<file path="src/rtl/booth_mult_ctrl.sv">
// Radix-2 Booth sequential multiplier, 32x32 -> 64, one Booth step per RUN cycle.
// Optional unsigned mode (sign_mode port, 33 steps) enabled by `define MULT_UNSIGNED_EN.
module booth_mult_ctrl (
    input  logic        clk,
    input  logic        rst,
    input  logic        start,
    input  logic [31:0] multiplicand,
    input  logic [31:0] multiplier,
`ifdef MULT_UNSIGNED_EN
    input  logic        sign_mode,
`endif
    output logic        busy,
    output logic        done,
    output logic [63:0] product
);

    typedef enum logic [1:0] {IDLE, RUN, DONE} state_t;

    state_t      state;
    logic [5:0]  cnt;
    logic [32:0] acc;
    logic [32:0] mcand;
    logic [32:0] q;
    logic        q_m1;
    logic        sgn_in;
    logic        sgn_q;

`ifdef MULT_UNSIGNED_EN
    assign sgn_in = sign_mode;
`else
    assign sgn_in = 1'b1;
    assign sgn_q  = 1'b1;
`endif

    logic [33:0] sum;
    logic [32:0] acc_nx;
    logic [32:0] q_nx;
    logic [63:0] prod_nx;
    logic [5:0]  last;

    // Sum is one bit wider than A so the shifted result is exact even for M = -2^31.
    always_comb begin
        case ({q[0], q_m1})
            2'b01:   sum = {acc[32], acc} + {mcand[32], mcand};
            2'b10:   sum = {acc[32], acc} + ~{mcand[32], mcand} + 34'd1;
            default: sum = {acc[32], acc};
        endcase
        acc_nx = sum[33:1];
        q_nx   = {sum[0], q[32:1]};
        // Signed: 32 steps leave the unexamined sign-extension bit in q_nx[0].
        prod_nx = sgn_q ? {acc_nx[31:0], q_nx[32:1]} : {acc_nx[30:0], q_nx};
        last    = sgn_q ? 6'd31 : 6'd32;
    end

    always_ff @(posedge clk or posedge rst) begin
        if (rst) begin
            state   <= IDLE;
            cnt     <= '0;
            acc     <= '0;
            mcand   <= '0;
            q       <= '0;
            q_m1    <= 1'b0;
            product <= '0;
            busy    <= 1'b0;
            done    <= 1'b0;
`ifdef MULT_UNSIGNED_EN
            sgn_q   <= 1'b1;
`endif
        end else begin
            case (state)
                IDLE: begin
                    if (start) begin
                        state <= RUN;
                        busy  <= 1'b1;
                        cnt   <= '0;
                        acc   <= '0;
                        q_m1  <= 1'b0;
                        mcand <= {sgn_in & multiplicand[31], multiplicand};
                        q     <= {sgn_in & multiplier[31], multiplier};
`ifdef MULT_UNSIGNED_EN
                        sgn_q <= sign_mode;
`endif
                    end
                end
                RUN: begin
                    acc  <= acc_nx;
                    q    <= q_nx;
                    q_m1 <= q[0];
                    cnt  <= cnt + 6'd1;
                    if (cnt == last) begin
                        state   <= DONE;
                        busy    <= 1'b0;
                        done    <= 1'b1;
                        product <= prod_nx;
                    end
                end
                DONE: begin
                    state <= IDLE;
                    done  <= 1'b0;
                end
                default: begin
                    state <= IDLE;
                    busy  <= 1'b0;
                    done  <= 1'b0;
                end
            endcase
        end
    end

endmodule
</file>
<file path="config.mk">
export PLATFORM = sky130hd
export DESIGN_NAME = booth_mult_ctrl
export DESIGN_NICKNAME = d
export VERILOG_FILES = /design/src/rtl/booth_mult_ctrl.sv
export SDC_FILE = /design/constraint.sdc
export NUM_CORES = 1
export LEC_CHECK = 0
export CORE_ASPECT_RATIO = 1.5
export CORE_MARGIN = 3
export CORE_UTILIZATION = 30
export CTS_BUF_LIST = sky130_fd_sc_hd__clkbuf_4
export DETAILED_ROUTE_END_ITERATION = 12
export HOLD_SLACK_MARGIN = 0.08
export MAX_ROUTING_LAYER = met4
export PLACE_DENSITY = 0.45
export SYNTH_ARGS = -nofsm -noshare
export SYNTH_HDL_FRONTEND = slang
export SYNTH_SLANG_ARGS = --single-unit
export TNS_END_PERCENT = 20
</file>
<file path="constraint.sdc">
create_clock -name clk -period 9.14 [get_ports clk]
set_input_delay 1.371 -clock clk [delete_from_list [all_inputs] [get_ports clk]]
set_output_delay 1.371 -clock clk [all_outputs]
set_load 0.05 [all_outputs]
</file>
# Word-level counts from Yosys, hierarchy flattened
# Index checks and enable logic that the tools add are counted.
[word_totals]
register_bits = 173
in_bits = 67
output_inout_bits = 66
word_cells = 51
[op_classes]
add_sub_neg = 4
eq_ne = 8
mux = 17
bitwise_logic = 3
reduce_logical = 9
[op_table]
columns = ["cell", "n"]
rows = [
  ["33-bit case mux with 2 select lines", 2],
  ["34-bit case mux with 2 select lines", 1],
  ["33-bit two-way mux", 2],
  ["33-bit by 32-bit adder with 34-bit output", 1],
  ["34-bit by 1-bit adder with 34-bit output, second input constant", 1],
  ["34-bit adder", 1],
  ["34-bit inverter", 1],
  ["6-bit case mux with 2 select lines", 1],
  ["2-bit AND reduction", 5],
  ["6-bit by 1-bit adder with 6-bit output, second input constant", 1],
  ["6-bit by 5-bit == test with 1-bit output, second input constant", 1],
  ["6-bit two-way mux", 1],
  ["3-bit AND reduction", 2],
  ["2-bit by 1-bit == test with 1-bit output, second input constant", 2],
  ["2-bit == test, second input constant", 2],
  ["1-bit two-way mux", 4],
  ["2-bit two-way mux", 2],
  ["2-bit != test, second input constant", 2],
  ["1-bit case mux with 2 select lines", 2],
  ["2-bit case mux with 2 select lines", 1],
  ["3-bit by 1-bit != test with 1-bit output, second input constant", 1],
  ["1-bit case mux with 3 select lines", 1],
  ["2-bit zero test", 1],
  ["1-bit inverter", 2],
  ["2-bit nonzero test", 1],
]

# Logic depth before layout (Yosys ltp)
# Gate-level depths: netlist of run 1.
[logic_depth]
word_depth = 5
ltp_mapped = 13
mapped_depth_nobuf = 13

# Worst setup path after synthesis of run 1
# Ideal clock, no wire load.
[synth_timing]
path_kind = "register to register"
startpoint = "register acc[0]"
endpoint = "register product[63]"
setup_ns = 0.125
arrival_ns = 2.776
required_ns = 9.015
setup_slack_ns = 6.239
path_stages_with_launch = 14
n_path_buf = 0
period_less_slack_ns = 2.901
cell_sequence = "dfrtp_1 ha_1 inv_1 fa_1 nor2_1 o311ai_1 a32oi_1 nand4_1 and3_4 o32ai_4 a41oi_1 xnor2_1 o21ai_0 mux2_2"
[synth_between]
elab_chain_len = 3
word_cells_on_any_way = 4
cone_classes = "3 x add/sub; 1 x mux"
[synth_lines]
columns = ["item", "line_no", "rtl"]
rows = [
  ["from (decl)", "21", "logic [32:0] acc;"],
  ["from (signal assigned)", "86", "acc <= acc_nx;"],
  ["34-bit adder", "45", "2'b10: sum = {acc[32], acc} + ~{mcand[32], mcand} + 34'd1;"],
  ["34-bit by 1-bit adder with 34-bit output", "45", ""],
  ["34-bit case mux with 2 select lines (*)", "43", "case ({q[0], q_m1})"],
  ["to (signal assigned)", "94", "product <= prod_nx;"],
  ["to (decl)", "14", "output logic [63:0] product"],
]
# Mark *: on every way between the ends. The rest lies on a longest branch, timed or not.
# A chain may end at the register's enable or synchronous reset.

# Worst setup path after layout of run 1
[layout_timing]
startpoint = "register acc[4]"
endpoint = "register acc[20]"
[layout_between]
elab_chain_len = 4
word_cells_on_any_way = 5
cone_classes = "3 x add/sub; 2 x mux"
[layout_lines]
columns = ["item", "line_no", "rtl"]
rows = [
  ["34-bit adder", "45", ""],
  ["34-bit by 1-bit adder with 34-bit output", "45", ""],
  ["34-bit case mux with 2 select lines (*)", "43", ""],
  ["33-bit case mux with 2 select lines (*)", "70", "case (state)"],
]
# Marked as above.

==> flow_summary.json, run 1 <==
{
  "setup-tns-final_ps": 0,
  "yosys_warnings": 0,
  "final_core_util_pct": 36.2,
  "hp-class": "flip-flop to flip-flop",
  "drc_errors": 0,
  "dp_hpwl_um": 27100,
  "gp_congestion": 0.886,
  "start_util_pct": 30.6,
  "rrSetupSlack_ps": 5510,
  "drt_first_pass_iters": 5,
  "worstMarginPinSlew_ps": 1100,
  "drt-initial-drc-count": 643,
  "cts_tree": "yes",
  "cp.arrival_ps": 4150,
  "setup_ws_ps": 5510,
  "placed_cell_area_um2": 12700,
  "first_global_vias": 10099,
  "ys_ff_latch": 173,
  "cts_root_buffer": "clkbuf_4",
  "ys.flop_type": "dfrtp_1",
  "syn_area_per_cell_um2": 8.41,
  "yosys-top-cells-area": "dfrtp_1 (39%), nand2_1 (9.0%), ha_1 (7.8%)",
  "max_freq_mhz": 275,
  "n_fill_cell": 3825,
  "grt_pass1_wl_um": 58800,
  "syn_nets": 1449,
  "track_usage_pct": 19.9,
  "clk_latency_ps": 650,
  "max_cap_viol_count": 0,
  "path_clk_slew_ps": 170,
  "hold-worst-slack_ps": 494,
  "antenna_left": 0,
  "crit_path_end": "acc[20]",
  "r2r-end": "acc[20]",
  "ir_drop_mv": 0.120,
  "area_growth_pct": 18.6,
  "numCtsBuffers": 17,
  "cts-htree-levels": 4,
  "seq_area_um2": 4330,
  "slowest_delay_ps": 530,
  "postLayoutCellArea_um2": 13100,
  "power_density_nw_per_um2": 383,
  "setup_viol": 0,
  "io_pins": 133,
  "p_total_mw": 5.00,
  "cpMostUsedCell": "a221oi_1",
  "period_share_pct": 39.7,
  "portBuffers": 132,
  "worst-path-stages": 10,
  "ys_async_sr_fraction_pct": 100,
  "multiInputGateArea_um2": 6120,
  "dr_total_vias": 9879,
  "hold_buffers": 0,
  "relSlewSlack_pct": 26.7,
  "slowest_stage": "a21oi_1",
  "place_ws_ps": 5460,
  "yosys.area.top_type": "dfrtp_1",
  "ys_types": 75,
  "nNetsFinal": 1531,
  "routedWlPerCell_um": 19.9,
  "outcome": "finished, final reports clean",
  "synth-edff-count": 0,
  "cts_buffer_depth": 2,
  "antenna_found_initial": 1,
  "die_area_um2": 39100,
  "p_leak_nw": 5.49,
  "synth_top_area_share_pct": 39.3,
  "routed_wirelength_um": 37600,
  "startpoint": "acc[4]",
  "core-area_um2": 36100,
  "drive_gt1_share_pct": 5.19,
  "grt_max_degree": 105,
  "syn-instance-count": 1311,
  "die_h_um": 241,
  "path_cells": "ha_1 -> inv_1 -> a221oi_1 -> nand3b_1 -> a21oi_1 -> nor3_1 -> nor4_1 -> xnor2_1 -> a221oi_1 -> o31ai_1",
  "yosysSeqAreaShare_pct": 39.3,
  "yosysMostFrequentCell": "nand2_1",
  "fin_skew_ps": 24.4,
  "cp-end-kind": "flip-flop",
  "via_per_inst": 5.24,
  "path_class": "flip-flop to flip-flop",
  "postCtsSetupBuffers": 0,
  "required_ps": 9660,
  "row_count": 85,
  "cp-start-kind": "flip-flop",
  "synth_common_cells": "nand2_1 (264), dfrtp_1 (173), o21ai_0 (139)",
  "min_period_ps": 3630,
  "post_cts_resize_count": 0,
  "cts_sinks": 173,
  "rsz0062_at_grt": "no",
  "path_max_fanout": 10,
  "syn-cell-area_um2": 11000,
  "dieWidth_um": 162,
  "slew_violations": 0,
  "dp.cells": 1852,
  "rr_startpoint": "acc[4]",
  "stdcell_count": 1885,
  "cp.buffers_inverters": 1,
  "gr-total-overflow": 0,
  "r2r_cells": 10,
  "cp_top_family": "compound AO/OA/AOI/OAI gates",
  "hold_viol": 0
}
power by group:
group | total [mW] | switching [mW] | leakage, nW | internal [mW]
Clock | 0.531 | 0.331 | 0.177 | 0.201
Combinational | 3.19 | 2.09 | 3.22 | 1.10
Sequential | 1.29 | 0.244 | 2.09 | 1.04
cell families after synthesis:
| family | share of synthesized area [%] |
|---|---|
| flops | 39.3 |
| fa+ha+maj | 8.20 |
| xor+xnor | 3.02 |
| compound gates | 23.7 |
| simple gates | 17.2 |
| mux | 3.12 |
| buf+inv | 5.40 |
state kept, by name, summed over array words and instances (netlist names):
| name | count |
|---|---|
| q | 33 |
| acc | 33 |
| done | 1 |
| busy | 1 |
| cnt | 6 |
| q_m1 | 1 |
| state | 2 |
| product | 64 |
| mcand | 32 |
final cells by class:
type                       count  area share (%)
clock inverter                15            1.52
sequential                   173            33.1
clock buffer                  17           0.977
tap                          478            4.58
antenna                        1          0.0192
inverter                      74            2.16
multi-input combinational    984            46.9
timing repair buffer         143            10.7
worst reg2reg max path: stages, from the launching register on:
cell,delay [ps]
dfrtp_1,470
ha_1,530
inv_1,100
a221oi_1,390
nand3b_1,230
a21oi_1,530
nor3_1,110
nor4_1,440
xnor2_1,150
a221oi_1,420
o31ai_1,130
worst min-delay path by stage:
stage	from	to	slack, ps	cells after the start
after floorplan	q[1]	q[1]	450	2
after global placement	product[19]	product[19]	460	2
after detailed placement	product[3]	product[3]	460	2
after CTS	q[26]	product[24]	490	2
after global routing	product[19]	product[19]	520	2
final	product[17]	product[17]	490	2
metal layers:
layer  share of wire [%]  up-vias  track usage [%]
li1                    -     4776                -
met1                  42     4745             23.6
met2                  50      281             33.7
met3                 4.2       77             2.90
met4                 3.8        0             8.77
met5                   0        -                -
placed cells by master, fill, tap and decap left out, drive strengths merged, types with 5 or more instances in the layout:
cell type	n
or3	5
o31ai	18
nor2	77
o21ai	147
nand3	11
a22o	10
nor3	17
o21bai	12
nand2	264
a31oi	12
nand2b	12
a21o	15
and3	6
o221ai	12
o22ai	5
mux2i	31
a211oi	11
nand4	11
o211ai	9
nor4	12
clkinv	6
buf	11
a32oi	7
xnor2	34
inv	80
dfrtp	173
clkbuf	17
a221oi	13
ha	69
nor2b	10
a22oi	7
clkdlybuf4s50	132
a21oi	90
No activity file was read; power rests on OpenSTA's default activity.
==> inputs of run 2 (changes only) <==
--- a/config.mk
+++ b/config.mk
@@ -12,7 +12,7 @@
 export DETAILED_ROUTE_END_ITERATION = 12
 export HOLD_SLACK_MARGIN = 0.08
 export MAX_ROUTING_LAYER = met4
-export PLACE_DENSITY = 0.45
+export PLACE_DENSITY = 0.47
 export SYNTH_ARGS = -nofsm -noshare
 export SYNTH_HDL_FRONTEND = slang
 export SYNTH_SLANG_ARGS = --single-unit
==> constraint.sdc (replaced) <==
create_clock -name clk -period 2.9 [get_ports clk]
set_input_delay 0.435 -clock clk [delete_from_list [all_inputs] [get_ports clk]]
set_output_delay 0.435 -clock clk [all_outputs]
set_load 0.05 [all_outputs]
==> run 2 against run 1 <==
Effect of this change: cell area is 20% higher; core utilization is 7.2 points higher; the run now ends with negative setup slack left; cell count is 13% higher; total power grew to 3.9 times the previous value; fmax is 18% higher; first-iteration DRC count is 15% lower; critical endpoint is now product[63]; clock-buffer cell count stayed put; sequential cell count stayed put; largest power group unchanged; non-clock buffer count is 250 higher; sequential share of layout area is 5.5 points lower; sequential power grew to 3.0 times the previous value; critical path type unchanged.
==> flow_summary.json, run 2 (synthesis gave the netlist of run 1 again) <==
{
  "hold_viol": 0,
  "drt-initial-drc-count": 549,
  "die_h_um": 241,
  "period_share_pct": 106,
  "gr-total-overflow": 0,
  "antenna_left": 0,
  "drc_errors": 0,
  "rsz0062_at_grt": "yes",
  "violations": "negative setup slack",
  "max_cap_viol_count": 0,
  "nNetsFinal": 1781,
  "grt_pass1_wl_um": 64000,
  "fin_skew_ps": 37.0,
  "start_util_pct": 30.6,
  "regMostFlops": "product",
  "routed_wirelength_um": 41700,
  "io_pins": 133,
  "die_area_um2": 39100,
  "multiInputGateArea_um2": 6750,
  "met3_usage_pct": 3.49,
  "area_growth_pct": 42.1,
  "seq_area_um2": 4330,
  "power_density_nw_per_um2": 1260,
  "dieWidth_um": 162,
  "path_clk_slew_ps": 200,
  "dr_total_vias": 10851,
  "setup_ws_ps": -176,
  "drt_first_pass_iters": 5,
  "cts-htree-levels": 4,
  "worstMarginPinSlew_ps": 1000,
  "row_count": 85,
  "routedWlPerCell_um": 19.5,
  "track_usage_pct": 22.0,
  "cts_tree": "yes",
  "via_per_inst": 5.08,
  "n_fill_cell": 3653,
  "cp-start-kind": "flip-flop",
  "relSlewSlack_pct": 33.3,
  "ir_drop_mv": 0.532,
  "top_regs": "product: 64 flops, acc: 33 flops, q: 33 flops",
  "numCtsBuffers": 17,
  "place_ws_ps": -436,
  "gp_congestion": 0.917,
  "min_period_ps": 3080,
  "largest_reg_flops": 64,
  "path_class": "flip-flop to flip-flop",
  "max_freq_mhz": 325,
  "cts_sinks": 173,
  "final_cell_mix": "nand2_1 (261), buf_4 (248), dfrtp_1 (172)",
  "first_global_vias": 11218,
  "p_leak_nw": 6.81,
  "core-area_um2": 36100,
  "setup_viol": 22,
  "cp-end-kind": "flip-flop",
  "cp.arrival_ps": 3660,
  "drive_gt1_share_pct": 25.3,
  "use_met2_pct": 39.0,
  "hold-worst-slack_ps": 262,
  "cts_buffer_depth": 2,
  "required_ps": 3480,
  "met1_usage_pct": 24.2,
  "hp-class": "input pin to flip-flop",
  "slew_violations": 0,
  "clk_latency_ps": 690,
  "final_common_cell": "nand2_1",
  "antenna_found_initial": 1,
  "dp_hpwl_um": 31100,
  "final_core_util_pct": 43.4,
  "portBuffers": 132,
  "grt_max_degree": 86,
  "grt.busiest_layer": "met2",
  "outcome": "finished, violations left",
  "cts_root_buffer": "clkbuf_4",
  "path_max_fanout": 3
}
run 2: changes by cell type in the layout (fill, tap and decap cells not counted), moves of 9 or more:
cell | previous run | this run
buf_4 | 11 | 248
a221oi_2 | 1 | 10
o21ai_0 | 139 | 127
a21oi_1 | 89 | 74
ha_4 | 0 | 9
a221oi_1 | 12 | 3
ha_1 | 69 | 55
a21oi_2 | 1 | 13
run 2: path summary, 6_finish.rpt:
path	from	slack, ps	to	cells after the start
setup / recovery	mcand[0]	-180	product[63]	14
hold reg to reg	product[18]	500	product[18]	2
max in group asynchronous	rst	1650	q[1]	4
hold / removal	multiplicand[18]	260	mcand[18]	3
setup reg to reg	mcand[0]	-180	product[63]	14
min in group asynchronous	rst	580	product[45]	3
run 2: area by class of cell:
| class | count | share of cell area [%] |
|---|---|---|
| Timing Repair Buffer | 393 | 21.5 |
| Clock inverter | 15 | 1.29 |
| Antenna cell | 2 | 0.0320 |
| Inverter | 74 | 1.80 |
| Tap cell | 478 | 3.82 |
| Sequential cell | 173 | 27.7 |
| Clock buffer | 17 | 0.815 |
| Multi-Input combinational cell | 984 | 43.1 |
run 2: stage by stage:
step | power (mW) | setup TNS (ps) | area, um2 | std cells
final | 19.7 | -1550 | 15700 | 2136
after global routing | 21.1 | -6410 | 15700 | 2135
after CTS | 19.2 | -1330 | 15300 | 2121
after detailed placement | 16.7 | -10080 | 14500 | 2075
after global placement | 16.8 | -10100 | 14500 | 2075
after floorplan | 11.0 | -0.517 | 11000 | 1311
run 2: what timing repair did:
item / CTS / global route
hold endpoints to repair: 7 / 0
endpoints found under the setup margin: 50 / 51
hold buffers: 1 / 0
resized for setup: 76 / 57
pin swaps: 32 / 30
gates cloned: 0 / 0
setup buffers: 13 / 13
run 2: where the power goes:
group	internal (mW)	switching [mW]
clock	0.433	1.17
sequential	3.29	0.628
combinational	6.19	7.97
run 2: critical path, cell delays in order (launching register included):
cell	delay (ps)
dfrtp_1	410
ha_2	190
inv_2	40
fa_2	370
nor2_4	130
o311ai_4	110
a32oi_2	220
buf_4	150
nand4_1	100
and3_4	190
o32ai_4	320
a41oi_2	200
xnor2_1	190
o21ai_1	110
mux2_4	260
run 2: routing by layer:
metal  vias to the layer above  share of wire, %
met3                        81               4.2
li1                       5275                 -
met5                         -                 0
met4                         0               4.4
met1                      5231                40
met2                       264                52
